**src/rtl/rv_pkg.sv**
```systemverilog
`default_nettype none
// ============================================================================
// Module   : rv_pkg
// Purpose  : Shared RV32I decode constants for the decode stage. Holds the
//            major opcodes, the funct3/funct7 values that legality depends on,
//            the instruction-format tag encoding and the per-entry struct that
//            the main and skid registers carry.
// Revision : 1.0 - initial release
// ============================================================================
package rv_pkg;

    // Major opcodes (iword[6:0]); all of them end in 2'b11
    localparam logic [6:0] OPC_LUI    = 7'b0110111;
    localparam logic [6:0] OPC_AUIPC  = 7'b0010111;
    localparam logic [6:0] OPC_JAL    = 7'b1101111;
    localparam logic [6:0] OPC_JALR   = 7'b1100111;
    localparam logic [6:0] OPC_BRANCH = 7'b1100011;
    localparam logic [6:0] OPC_LOAD   = 7'b0000011;
    localparam logic [6:0] OPC_STORE  = 7'b0100011;
    localparam logic [6:0] OPC_OP_IMM = 7'b0010011;
    localparam logic [6:0] OPC_OP     = 7'b0110011;
    localparam logic [6:0] OPC_FENCE  = 7'b0001111;
    localparam logic [6:0] OPC_SYSTEM = 7'b1110011;

    // funct3 values that legality depends on
    localparam logic [2:0] F3_JALR    = 3'b000;
    localparam logic [2:0] F3_ADD_SUB = 3'b000;
    localparam logic [2:0] F3_SLL     = 3'b001;
    localparam logic [2:0] F3_SRL_SRA = 3'b101;
    localparam logic [2:0] F3_SW      = 3'b010;

    // funct7 values
    localparam logic [6:0] F7_BASE = 7'h00;
    localparam logic [6:0] F7_ALT  = 7'h20;

    // Instruction format tag
    typedef enum logic [2:0] {
        FMT_R    = 3'd0,
        FMT_I    = 3'd1,
        FMT_S    = 3'd2,
        FMT_B    = 3'd3,
        FMT_U    = 3'd4,
        FMT_J    = 3'd5,
        FMT_NONE = 3'd7
    } fmt_e;

    // Decoded fields that do not depend on module parameters
    typedef struct packed {
        logic [6:0] opcode;
        logic [4:0] rd;
        logic [4:0] rs1;
        logic [4:0] rs2;
        logic [2:0] funct3;
        logic [6:0] funct7;
        fmt_e       fmt;
        logic       illegal;
    } dec_fields_t;

endpackage : rv_pkg
`default_nettype wire

```
**src/rtl/rv_imm_gen.sv**
```systemverilog
`default_nettype none
// ============================================================================
// Module   : rv_imm_gen
// Purpose  : Combinational immediate generator. Builds the sign-extended
//            XLEN-bit immediate for the given instruction format. Shift-
//            immediate instructions take a zero-extended shamt instead.
//            R-type and FMT_NONE produce zero.
// Ports    : iword     in  [31:7]  instruction word (opcode bits not needed)
//            fmt       in  fmt_e   format tag from the decoder
//            shift_imm in  1       I-type word is SLLI/SRLI/SRAI
//            imm       out XLEN    immediate
// Revision : 1.0 - initial release
// ============================================================================
module rv_imm_gen
    import rv_pkg::*;
#(
    parameter int XLEN = 32
) (
    input  logic [31:7]     iword,
    input  fmt_e            fmt,
    input  logic            shift_imm,
    output logic [XLEN-1:0] imm
);

    localparam int SHAMT_W = $clog2(XLEN);

    // Sign extension is done by a size cast of a signed operand
    always_comb begin
        imm = '0;
        case (fmt)
            FMT_I: begin
                if (shift_imm) begin
                    imm = XLEN'(iword[20 +: SHAMT_W]);
                end else begin
                    imm = XLEN'($signed(iword[31:20]));
                end
            end
            FMT_S: imm = XLEN'($signed({iword[31:25], iword[11:7]}));
            FMT_B: imm = XLEN'($signed({iword[31], iword[7], iword[30:25],
                                        iword[11:8], 1'b0}));
            FMT_U: imm = XLEN'($signed({iword[31:12], 12'b0}));
            FMT_J: imm = XLEN'($signed({iword[31], iword[19:12], iword[20],
                                        iword[30:21], 1'b0}));
            default: imm = '0;
        endcase
    end

endmodule : rv_imm_gen
`default_nettype wire

```
**src/rtl/decode_stage.sv**
```systemverilog
`default_nettype none
// ============================================================================
// Module   : decode_stage
// Purpose  : Registered RV32I decode stage between fetch and execute. Decodes
//            {pc, iword} combinationally and captures the result in a main
//            register backed by a skid register, giving one instruction per
//            cycle under backpressure with order preserved. Supports flush and
//            keeps a saturating count of delivered illegal instructions.
// Ports    : clk, rst            clock, synchronous active-high reset
//            flush               drop both buffered entries
//            in_valid/in_ready   fetch handshake (in_ready registered)
//            in_pc, in_iword     offered instruction
//            out_valid/out_ready execute handshake
//            out_pc .. out_funct7  pass-through pc and raw fields
//            out_imm, out_fmt    immediate and format tag
//            out_illegal         word is not legal RV32I
//            illegal_cnt         saturating count of delivered illegal words
// Revision : 1.0 - initial release
// ============================================================================
module decode_stage
    import rv_pkg::*;
#(
    parameter int XLEN  = 32,
    parameter int PC_W  = 32,
    parameter int CNT_W = 16
) (
    input  logic             clk,
    input  logic             rst,
    input  logic             flush,
    input  logic             in_valid,
    output logic             in_ready,
    input  logic [PC_W-1:0]  in_pc,
    input  logic [31:0]      in_iword,
    output logic             out_valid,
    input  logic             out_ready,
    output logic [PC_W-1:0]  out_pc,
    output logic [6:0]       out_opcode,
    output logic [4:0]       out_rd,
    output logic [4:0]       out_rs1,
    output logic [4:0]       out_rs2,
    output logic [2:0]       out_funct3,
    output logic [6:0]       out_funct7,
    output logic [XLEN-1:0]  out_imm,
    output logic [2:0]       out_fmt,
    output logic             out_illegal,
    output logic [CNT_W-1:0] illegal_cnt
);

    // ------------------------------------------------------------------
    // Combinational decode of the offered word
    // ------------------------------------------------------------------
    logic [6:0]  w_opcode;
    logic [2:0]  w_funct3;
    logic [6:0]  w_funct7;
    fmt_e        w_fmt;
    logic        w_illegal;
    logic        w_shift_imm;
    logic [XLEN-1:0] w_imm;
    dec_fields_t w_dec;

    assign w_opcode = in_iword[6:0];
    assign w_funct3 = in_iword[14:12];
    assign w_funct7 = in_iword[31:25];

    // Every known opcode ends in 2'b11, so a word with iword[1:0] != 2'b11
    // falls into the default arm and is flagged there.
    always_comb begin
        w_fmt       = FMT_NONE;
        w_illegal   = 1'b0;
        w_shift_imm = 1'b0;
        case (w_opcode)
            OPC_LUI, OPC_AUIPC: w_fmt = FMT_U;
            OPC_JAL:            w_fmt = FMT_J;
            OPC_JALR: begin
                w_fmt     = FMT_I;
                w_illegal = (w_funct3 != F3_JALR);
            end
            OPC_BRANCH: begin
                w_fmt     = FMT_B;
                w_illegal = (w_funct3 == 3'b010) || (w_funct3 == 3'b011);
            end
            OPC_LOAD: begin
                w_fmt     = FMT_I;
                w_illegal = (w_funct3 == 3'b011) || (w_funct3 == 3'b110) ||
                            (w_funct3 == 3'b111);
            end
            OPC_STORE: begin
                w_fmt     = FMT_S;
                w_illegal = (w_funct3 > F3_SW);
            end
            OPC_OP_IMM: begin
                w_fmt = FMT_I;
                case (w_funct3)
                    F3_SLL: begin
                        w_shift_imm = 1'b1;
                        w_illegal   = (w_funct7 != F7_BASE);
                    end
                    F3_SRL_SRA: begin
                        w_shift_imm = 1'b1;
                        w_illegal   = (w_funct7 != F7_BASE) && (w_funct7 != F7_ALT);
                    end
                    default: w_illegal = 1'b0;
                endcase
            end
            OPC_OP: begin
                w_fmt     = FMT_R;
                w_illegal = !((w_funct7 == F7_BASE) ||
                              ((w_funct7 == F7_ALT) &&
                               ((w_funct3 == F3_ADD_SUB) || (w_funct3 == F3_SRL_SRA))));
            end
            OPC_FENCE, OPC_SYSTEM: w_fmt = FMT_I;
            default: w_illegal = 1'b1;
        endcase
        // Illegal words carry no format, which also forces a zero immediate
        if (w_illegal) begin
            w_fmt = FMT_NONE;
        end
    end

    rv_imm_gen #(
        .XLEN (XLEN)
    ) u_imm_gen (
        .iword     (in_iword[31:7]),
        .fmt       (w_fmt),
        .shift_imm (w_shift_imm),
        .imm       (w_imm)
    );

    assign w_dec = '{opcode:  w_opcode,
                     rd:      in_iword[11:7],
                     rs1:     in_iword[19:15],
                     rs2:     in_iword[24:20],
                     funct3:  w_funct3,
                     funct7:  w_funct7,
                     fmt:     w_fmt,
                     illegal: w_illegal};

    // ------------------------------------------------------------------
    // Main + skid buffer
    // ------------------------------------------------------------------
    logic              r_main_valid, r_skid_valid, r_in_ready;
    dec_fields_t       r_main_dec,   r_skid_dec;
    logic [PC_W-1:0]   r_main_pc,    r_skid_pc;
    logic [XLEN-1:0]   r_main_imm,   r_skid_imm;
    logic [CNT_W-1:0]  r_illegal_cnt;

    logic              w_main_valid_nxt, w_skid_valid_nxt;
    dec_fields_t       w_main_dec_nxt,   w_skid_dec_nxt;
    logic [PC_W-1:0]   w_main_pc_nxt,    w_skid_pc_nxt;
    logic [XLEN-1:0]   w_main_imm_nxt,   w_skid_imm_nxt;
    logic              w_accept, w_pop;

    assign w_accept = in_valid && r_in_ready;
    assign w_pop    = r_main_valid && out_ready;

    // The skid can only be filled while main is full and stalled; in_ready
    // is low whenever the skid holds data, so a refill of main from the skid
    // never coincides with a new accept.
    always_comb begin
        w_main_valid_nxt = r_main_valid;
        w_main_dec_nxt   = r_main_dec;
        w_main_pc_nxt    = r_main_pc;
        w_main_imm_nxt   = r_main_imm;
        w_skid_valid_nxt = r_skid_valid;
        w_skid_dec_nxt   = r_skid_dec;
        w_skid_pc_nxt    = r_skid_pc;
        w_skid_imm_nxt   = r_skid_imm;
        if (flush) begin
            w_main_valid_nxt = 1'b0;
            w_skid_valid_nxt = 1'b0;
        end else if (!r_main_valid || w_pop) begin
            if (r_skid_valid) begin
                w_main_valid_nxt = 1'b1;
                w_main_dec_nxt   = r_skid_dec;
                w_main_pc_nxt    = r_skid_pc;
                w_main_imm_nxt   = r_skid_imm;
                w_skid_valid_nxt = 1'b0;
            end else if (w_accept) begin
                w_main_valid_nxt = 1'b1;
                w_main_dec_nxt   = w_dec;
                w_main_pc_nxt    = in_pc;
                w_main_imm_nxt   = w_imm;
            end else begin
                w_main_valid_nxt = 1'b0;
            end
        end else if (w_accept) begin
            w_skid_valid_nxt = 1'b1;
            w_skid_dec_nxt   = w_dec;
            w_skid_pc_nxt    = in_pc;
            w_skid_imm_nxt   = w_imm;
        end
    end

    always_ff @(posedge clk) begin
        if (rst) begin
            r_main_valid  <= 1'b0;
            r_main_dec    <= '0;
            r_main_pc     <= '0;
            r_main_imm    <= '0;
            r_skid_valid  <= 1'b0;
            r_skid_dec    <= '0;
            r_skid_pc     <= '0;
            r_skid_imm    <= '0;
            r_in_ready    <= 1'b1;
            r_illegal_cnt <= '0;
        end else begin
            r_main_valid <= w_main_valid_nxt;
            r_main_dec   <= w_main_dec_nxt;
            r_main_pc    <= w_main_pc_nxt;
            r_main_imm   <= w_main_imm_nxt;
            r_skid_valid <= w_skid_valid_nxt;
            r_skid_dec   <= w_skid_dec_nxt;
            r_skid_pc    <= w_skid_pc_nxt;
            r_skid_imm   <= w_skid_imm_nxt;
            r_in_ready   <= !w_skid_valid_nxt;
            // A handshake during a flush still delivered the word
            if (w_pop && r_main_dec.illegal && (r_illegal_cnt != {CNT_W{1'b1}})) begin
                r_illegal_cnt <= r_illegal_cnt + 1'b1;
            end
        end
    end

    // ------------------------------------------------------------------
    // Outputs
    // ------------------------------------------------------------------
    assign in_ready    = r_in_ready;
    assign out_valid   = r_main_valid;
    assign out_pc      = r_main_pc;
    assign out_opcode  = r_main_dec.opcode;
    assign out_rd      = r_main_dec.rd;
    assign out_rs1     = r_main_dec.rs1;
    assign out_rs2     = r_main_dec.rs2;
    assign out_funct3  = r_main_dec.funct3;
    assign out_funct7  = r_main_dec.funct7;
    assign out_imm     = r_main_imm;
    assign out_fmt     = r_main_dec.fmt;
    assign out_illegal = r_main_dec.illegal;
    assign illegal_cnt = r_illegal_cnt;

endmodule : decode_stage
`default_nettype wire

```
**config.mk**
```make
export PLATFORM = sky130hd
export DESIGN_NAME = decode_stage
export DESIGN_NICKNAME = d
export VERILOG_FILES = /design/src/rtl/rv_pkg.sv /design/src/rtl/rv_imm_gen.sv /design/src/rtl/decode_stage.sv
export SDC_FILE = /design/constraint.sdc
export NUM_CORES = 1
export LEC_CHECK = 0
export CAP_MARGIN = 40
export CELL_PAD_IN_SITES_DETAIL_PLACEMENT = 0
export CELL_PAD_IN_SITES_GLOBAL_PLACEMENT = 1
export CORE_ASPECT_RATIO = 0.5
export CORE_UTILIZATION = 30
export DETAILED_ROUTE_END_ITERATION = 12
export PLACE_DENSITY_LB_ADDON = 0.08
export REMOVE_ABC_BUFFERS = 1
export SETUP_SLACK_MARGIN = 0.3
export SLEW_MARGIN = 20
export SYNTH_ARGS = -nofsm -noshare
export SYNTH_HDL_FRONTEND = slang
export SYNTH_SLANG_ARGS = --single-unit
export TNS_END_PERCENT = 100
```
**constraint.sdc**
```tcl
create_clock -name clk -period 4.96 [get_ports clk]
set_clock_uncertainty 0.2 [all_clocks]
set_input_delay 0.496 -clock clk [delete_from_list [all_inputs] [get_ports clk]]
set_output_delay 0.496 -clock clk [all_outputs]
set_load 0.02 [all_outputs]
```
After elaboration in Yosys (flattened, before gate mapping)
Cells that the tools add are included.
- output and inout bits: 118
- flip-flop bits (word level): 219
- word-level logic and storage cells: 99
- bits of input ports: 69
- equal/unequal tests: 25
- mux-type cells: 19
- $add $sub $neg: 1
- reduce and logical (&&, ||, !) cells: 27
- bitwise logic cells: 2
- magnitude comparators: 1
- operators by type and width (cell ; number):
    $mux W32 ; 5
    $pmux W32 S5 ; 1
    $mux W36 ; 2
    $eq A7 B6 Y1 const B ; 4
    $eq A7 B7 Y1 const B ; 4
    $pmux W3 S6 ; 1
    $add A16 B1 Y16 const B ; 1
    $ne A16 B16 Y1 const B ; 1
    $eq A3 B3 Y1 const B ; 5
    $eq A7 B5 Y1 const B ; 2
    $eq A3 B2 Y1 const B ; 4
    $reduce_or A5 Y1 ; 2
    $eq A7 B2 Y1 const B ; 1
    $eq A7 B4 Y1 const B ; 1
    $logic_not A7 Y1 ; 1
    $mux W1 ; 7
    $ne A7 B6 Y1 const B ; 1
    $pmux W1 S7 ; 1
    $reduce_bool A7 Y1 ; 1
    $eq A3 B1 Y1 const B ; 2
    $logic_and A1 B1 Y1 ; 6
    $logic_or A1 B1 Y1 ; 6
    $reduce_and A3 Y1 ; 2
    $reduce_or A2 Y1 ; 3
    8 further kinds ; 11

Depth between registers and ports, before layout
Gate-level depths: netlist of run 1.
- word-level depth: 11
- mapped depth: 9
- mapped depth without buffers: 7

Modules after synthesis
A second synthesis of run 1 with hierarchy kept.
- cell total of the unflattened synthesis: 1081
- area, all modules: 9345.2 sq um
- modules (own cells, without submodules) (module ; area an instance (sq um) ; cells each ; sequential area each (sq um) ; instances):
    decode_stage ; 8957.3 ; 1029 ; 4384.2 ; 1
    rv_imm_gen ; 387.9 ; 52 ; 0.0 ; 1

Worst setup path after synthesis of run 1
OpenSTA, ideal clock, no wires.
- kind: input to register
- start point: input in_iword[13]
- end point: register r_skid_imm[10]
- path buffers: 3
- library setup time: 0.116 ns
- arrival: 2.452 ns
- stages: 9
- required time: 4.644 ns
- slack: 2.192 ns
- cells stage by stage: buf_6 or3b_1 or4_4 a31o_1 and4_4 buf_6 and3_4 buf_6 a41o_1
- longest elaborated chain between the ends: 9
- elaborated cells on any way between the ends: 29
- classes of those cells: order compare: 1; eq/ne: 11; mux: 7; reduce/logical: 10
- RTL lines (what ; RTL line ; RTL):
    start, declared ; decode_stage.sv:33 ; input logic [31:0] in_iword,
    $eq A3 B3 Y1 / $logic_not A3 Y1 (equally long branches) ; decode_stage.sv:93, decode_stage.sv:109 ;
    $logic_or A1 B1 Y1 ; decode_stage.sv:109 ; ((w_funct3 == F3_ADD_SUB) || (w_funct3 == F3_SRL_SRA))));
    $logic_and A1 B1 Y1 ; decode_stage.sv:108 ; ((w_funct7 == F7_ALT) &&
    $logic_or A1 B1 Y1 ; decode_stage.sv:107 ; w_illegal = !((w_funct7 == F7_BASE) ||
    $logic_not A1 Y1 ; decode_stage.sv:107 ;
    $pmux W1 S7 ; decode_stage.sv:71 ; case (w_opcode)
    $mux W3 ; decode_stage.sv:115 ; if (w_illegal) begin
    $eq A3 B3 Y1, or another cell as far along ; rv_imm_gen.sv:30 ; case (fmt)
    $pmux W32 S5 * ; rv_imm_gen.sv:30 ;
    end signal, assigned ; decode_stage.sv:214 ; r_skid_imm <= w_skid_imm_nxt;
    end, declared ; decode_stage.sv:144 ; logic [XLEN-1:0] r_main_imm, r_skid_imm;
Every way passes the cells marked *; elsewhere a longest branch is shown, timed or not.
A chain may end at the register's enable or synchronous reset.

Final worst setup path of run 1
- start point: input in_iword[26]
- end point: register r_main_imm[12] (netlist: out_imm[12])
- longest elaborated chain between the ends: 10
- elaborated cells on any way between the ends: 19
- classes of those cells: eq/ne: 7; mux: 6; reduce/logical: 6
- RTL lines (what ; RTL line ; RTL):
    parallel branches: the longest is 4 deep, another holds $ne A7 B6 Y1 ; -- ;
    $pmux W1 S7 * ; decode_stage.sv:71 ;
    $mux W3 * ; decode_stage.sv:115 ;
    $eq A3 B3 Y1, or another cell as far along ; rv_imm_gen.sv:30 ;
    $pmux W32 S5 * ; rv_imm_gen.sv:30 ;
    $mux W32 * ; decode_stage.sv:178 ; end else if (w_accept) begin
    $mux W32 * ; decode_stage.sv:172 ; if (r_skid_valid) begin
    end signal, assigned ; decode_stage.sv:210 ; r_main_imm <= w_main_imm_nxt;
    end, declared ; decode_stage.sv:144 ;
Every way passes the cells marked *. The select of a mux whose other input is x is not followed.

==> results of run 1 <==
-- critical path: cells and delay by family --
family	cells	cell delay, ns
compound gates	3	1.13
simple gates	3	1.61
buf+inv	1	0.58
-- flip-flops by register name (all words and copies together) (netlist names), 3 cells and up --
| name | cells |
|---|---|
| out_funct7 | 7 |
| out_pc | 32 |
| out_rs1 | 5 |
| r_skid_dec | 36 |
| out_funct3 | 3 |
| r_skid_pc | 32 |
| out_opcode | 7 |
| out_rs2 | 5 |
| out_imm | 32 |
| out_fmt | 3 |
| out_rd | 5 |
| illegal_cnt | 16 |
| r_skid_imm | 32 |
-- layer usage --
metal	up-vias	global-route usage, %	part of all wire (%)
met5	-	0	0
met4	0	4.02	1.8
met3	35	2.98	3.2
met2	136	29.1	46
met1	4024	23.9	49
li1	4200	-	-
-- cells in the mapped netlist (all sizes together), types with 2 or more instances --
cell,number
and2,2
a31oi,25
nor3,10
a311oi,21
clkbuf,84
or3,2
or4,2
a21oi,103
buf,19
nor2,100
or3b,3
nor4,5
nor2b,9
a211oi,68
xor2,4
a41o,6
o21ai,55
o31ai,2
inv,11
a22o,4
nand3,15
and3,11
and4,2
o32ai,2
a31o,2
xnor2,11
nand2,177
o21a,2
dfxtp,219
nand2b,5
nor3b,2
nand3b,22
o211ai,3
nand4,21
or2,4
o22ai,3
mux2i,60
a21o,2
-- cells by family after synthesis --
kind of cell             count (synthesis)  synth area share [%]
AND/OR/NAND/NOR                        395                  19.5
flip-flops                             219                  47.0
multiplexers                            61                  6.56
XOR/XNOR                                15                  1.41
adder cells (fa/ha/maj)                  1                 0.134
AO/OA/AOI/OAI                          303                  20.5
buffers and inverters                  114                  4.96
-- where the power goes --
group          switching [mW]  leakage, nW  internal (mW)  total, mW
Sequential             0.0334         1.78           1.82       1.85
Combinational           0.264         1.84          0.209      0.474
Clock                   0.757        0.382           1.02       1.78
-- final cells by class --
type	count	area, um2
clock buffer	28	634
timing repair buffer	203	2040
clock inverter	14	136
multi-input combinational	775	4500
sequential	219	4390
tap	423	529
inverter	11	41.3
fill	3076	18200
-- how the worst min path moves through the flow --
stage,startpoint,endpoint,slack [ns],depth (start not counted)
after floorplan,r_skid_imm[1],r_skid_imm[1],0.23,2
after global placement,r_skid_imm[2],r_skid_imm[2],0.24,2
after detailed placement,r_skid_imm[1],r_skid_imm[1],0.24,2
after CTS,r_skid_imm[1],r_skid_imm[1],0.25,2
after global routing,r_skid_pc[17],r_skid_pc[17],0.27,2
final,r_skid_imm[1],r_skid_imm[1],0.25,2
==> metrics.cfg, run 1 <==
[outcome]
outcome=finished, final reports clean

[setup_path]
required_ns=5.19
cp-end-kind=flop
crit_path_start_kind=input pin
cp-startpoint=in_iword[26]
crit_chain=clkdlybuf4s50_1 -> nor4_1 -> a211oi_1 -> nor3_1 -> and4_4 -> o2111ai_2 -> a311oi_1
slowest_delay_ns=0.78
reg2reg_depth=6
reg2reg_slack_ns=1.96
critPathKind=input pin to flop
worstPathArrival_ns=3.82
r2r-end=out_imm[29]
cp_slowest_cell=nor4_1
worstReg2RegStart=r_skid_valid
cp-endpoint=out_imm[12]
critPathMaxFanout=19

[global_route]
gr-total-overflow=0
grt_pass1_wl_um=45100
grtUsageTotal_pct=17.6
grt_max_degree=120
grt_antenna_before_repair=0
grt_pass1_vias=8018

[die]
ios=187
start_util_pct=30.6
rows=45
die_area_um2=31800
fp.dieH_um=127
coreArea_um2=30500
dieWidth_um=251

[drt]
vias_per_cell=5.02
drt_pre_antenna_iters=4
drtIter0Drc=430
drt_wl_total_um=28400
wl_per_cell_um=16.9
drc=0
vias=8395
ant_nets=0

[place]
place_congestion=0.797
place_area_um2=11500
io_buffers=186
hpwl_um=17500
place_ws_ns=0.960
place_inst=1631

[finish]
antenna_cells=0
layout.cells.most_common=dfxtp_1
layout_common_cells=218 x dfxtp_1, 185 x clkdlybuf4s50_1, 177 x nand2_1
final_nets=1303
drive_gt1_share_pct=6.08
fin_cells=1673
post-route-util_pct=40.3
stdcell_area_um2=12300
syn2layout_area_growth_pct=31.6

[cts]
cts-resized-gates=0
path_clk_slew_ns=0.06
cts_tree=done
clk_path_buf_depth=3
post_cts_buffers=0
htree_levels=1
cts.sinks=219
clockRootBuffer=clkbuf_16
cts_buffers=23
clock_latency_ns=0.52
cts_hold_buf=0

[sta]
max_slew_margin_pct=42.4
finalSetupViolCount=0
tightest_slew_ns=0.863
slew_violations=0
final_hold_viol_count=0
fmax_ghz=0.278
worst_hold_slack_ns=0.252
rsz0062_at_grt=no
fin_ws_ns=1.36
period_needed_ns=3.60
fin_crit_sh_pct=72.5
final.setup.tns_ns=0

[pwr]
p_leak_nw=4.01
power_mw=4.10
vdd_drop_max_v=0.000202
power.density_nw_per_um2=335

[yosys]
syn_inst=1108
yosys-top-cells-area=dfxtp_1 47%, nand2_1 7.1%, mux2i_1 6.4%
synth_edf_count=0
synth.avg_cell_area_um2=8.42
synthArstFlopShare_pct=0
synth-seq-cells=219
yosysUniqueCellTypes=57
yosysTopAreaCellShare_pct=47.0
synth_area_um2=9330
synth_ff_type=dfxtp_1
synth_warnings=0
yosysTopAreaCell=dfxtp_1
synth_seq_area_share_pct=47.0

[job]
maxCapViolations=0

[min_path]
hp-class=flop to flop

Power figures use the tool's default switching activity.
==> run 2, diff against run 1 <==
==> constraint.sdc (replaced) <==
create_clock -name clk -period 3.72 [get_ports clk]
set_clock_uncertainty 0.2 [all_clocks]
set_input_delay 0.372 -clock clk [delete_from_list [all_inputs] [get_ports clk]]
set_output_delay 0.372 -clock clk [all_outputs]
set_load 0.02 [all_outputs]
==> metrics.cfg, run 2 (synthesis gave the netlist of run 1 again) <==
[setup_path]
cp-end-kind=flop  ; unchanged
crit_path_start_kind=input pin  ; unchanged
critPathMaxFanout=11  ; was 19
worstPathArrival_ns=2.88  ; was 3.82 ns
critPathKind=input pin to flop  ; unchanged
required_ns=3.94  ; was 5.19 ns
crit_chain=clkdlybuf4s50_1 -> or3b_1 -> or4_4 -> a31o_1 -> and4_4 -> buf_4 -> and3_4 -> a41o_1  ; was clkdlybuf4s50_1 -> nor4_1 -> a211oi_1 -> nor3_1 -> and4_4 -> o2111ai_2 -> a311oi_1
cp_slowest_cell=or4_4  ; was nor4_1
reg2reg_slack_ns=1.13  ; was 1.96 ns
worstReg2RegStart=illegal_cnt[1]  ; was r_skid_valid
slowest_delay_ns=0.53  ; was 0.78 ns
cp-startpoint=in_iword[4]  ; was in_iword[26]
r2r-end=illegal_cnt[8]  ; was out_imm[29]
cp_top_family=simple AND/OR/NAND/NOR gates  ; unchanged
worst-path-buf-inv=2  ; was 1
reg2reg_depth=8  ; was 6

[finish]
antenna_cells=0  ; unchanged
final_nets=1316  ; was 1303
largest-register=r_skid_dec  ; unchanged
fillers=3070  ; was 3076
layout_common_cells=218 x dfxtp_1, 185 x clkdlybuf4s50_1, 177 x nand2_1  ; unchanged
largest_reg_flops=36  ; unchanged
fin_cells=1686  ; was 1673
layout.cells.most_common=dfxtp_1  ; unchanged
drive_gt1_share_pct=6.73  ; was 6.08%
syn2layout_area_growth_pct=32.6  ; was 31.6%

[drt]
drtIter0Drc=541  ; was 430
wl_per_cell_um=17.0  ; was 16.9 um
vias_per_cell=5.00  ; was 5.02
ant_nets=0  ; unchanged
drt_wl_total_um=28600  ; was 28400 um
vias=8437  ; was 8395
drt_pre_antenna_iters=6  ; was 4
drc=0  ; unchanged

[sta]
tightest_slew_ns=1.00  ; was 0.863 ns
finalSetupViolCount=0  ; unchanged
period_needed_ns=2.66
fmax_ghz=0.377
final.setup.tns_ns=0  ; unchanged
rsz0062_at_grt=no  ; unchanged
max_slew_margin_pct=33.4  ; was 42.4%
final_hold_viol_count=0  ; unchanged
slew_violations=0  ; unchanged
fin_crit_sh_pct=71.4

[die]
coreArea_um2=30500  ; unchanged
fp.dieH_um=127  ; unchanged
dieWidth_um=251  ; unchanged
ios=187  ; unchanged
die_area_um2=31800  ; unchanged
rows=45  ; unchanged
start_util_pct=30.6  ; unchanged

[min_path]
min_to=r_skid_pc[16]  ; was r_skid_imm[1]
min_from=rst  ; was r_skid_imm[1]
hp-class=input pin to flop  ; was flop to flop
min_path_cells=3  ; was 2

[global_route]
grt_pass1_wl_um=45500  ; was 45100 um
grt_max_degree=185  ; was 120
gr-total-overflow=0  ; unchanged
grt_pass1_vias=8016  ; was 8018
grt_antenna_before_repair=0  ; unchanged
grtUsageTotal_pct=17.8  ; was 17.6%

[cts]
path_clk_slew_ns=0.06  ; about the same
clockRootBuffer=clkbuf_16  ; unchanged
cts_buffers=23  ; unchanged
cts-resized-gates=0  ; unchanged
post_cts_buffers=0  ; unchanged
htree_levels=1  ; unchanged
cts_hold_buf=0  ; unchanged
clock_latency_ns=0.53  ; was 0.52 ns
cts.sinks=219  ; unchanged
cts_tree=done  ; unchanged
clk_path_buf_depth=3  ; unchanged

[job]
maxCapViolations=0  ; unchanged

[pwr]
power.density_nw_per_um2=444  ; was 335 nW/um2
p_leak_nw=4.07  ; was 4.01 nW
vdd_drop_max_v=0.000337  ; was 0.000202 V

[outcome]
outcome=finished, final reports clean  ; unchanged

[place]
place_congestion=0.790  ; was 0.797
io_buffers=186  ; unchanged
place_inst=1644  ; was 1631
hpwl_um=17000  ; was 17500 um

==> run 2: cell count changes in the layout (fill, tap and decap cells not counted), sizes merged <==
cell / before / now
buf: 18 / 31
clkinvlp: 2 / 0
clkinv: 8 / 7
clkbuf: 28 / 32
inv: 13 / 12
==> run 2: how the worst max path moves through the flow <==
| stage | depth (start not counted) | end |
|---|---|---|
| floorplan | 5 | out_imm[11] |
| global placement | 8 | r_skid_imm[5] |
| detailed placement | 8 | r_skid_imm[5] |
| CTS | 8 | r_skid_imm[6] |
| global route | 8 | illegal_cnt[2] |
| finish | 8 | r_skid_imm[6] |
==> run 2: tightest hold or removal path: stages <==
cell     delay (ns)
buf_6          0.11
buf_12         0.20
a21oi_1        0.19
==> run 2: area by class of cell <==
cell class              instances  area, um2  share of cell area (%)
multi-input cells             775       4500                    36.4
clock inverters                10        115                   0.931
inverters                      11       41.3                   0.334
flip-flops and latches        219       4390                    35.5
clock buffers                  32        649                    5.25
well taps                     423        529                    4.28
repair buffers                216       2150                    17.4
==> run 2: power breakdown <==
| part | total [mW] | switching (mW) | internal [mW] |
|---|---|---|---|
| Combinational | 0.643 | 0.355 | 0.287 |
| Clock | 2.38 | 1.02 | 1.37 |
| Sequential | 2.47 | 0.0428 | 2.42 |
| Total | 5.49 | 1.41 | 4.08 |
==> run 2: per-layer routing <==
metal  vias up  wire [um]  track usage (%)
li1       4236          -                -
met1      4014      13900             24.7
met2       154      13200             29.1
met3        33       1010             2.89
met4         0        532             3.73
met5         -          0                0
==> run 2: stage by stage <==
stage | total power [mW] | setup WS (ns) | utilization [%] | hold WS, ns | area (um2)
after floorplan | 2.83 | -10.68 | - | 0.226 | 8900
after global placement | 3.16 | 0.572 | 38.0 | 0.239 | 11600
after detailed placement | 3.17 | 0.535 | 38.1 | 0.244 | 11600
after CTS | 5.59 | 1.10 | 40.6 | 0.185 | 12400
after global routing | 5.74 | 0.918 | 40.6 | 0.212 | 12400
final | 5.49 | 1.06 | 40.6 | 0.203 | 12400
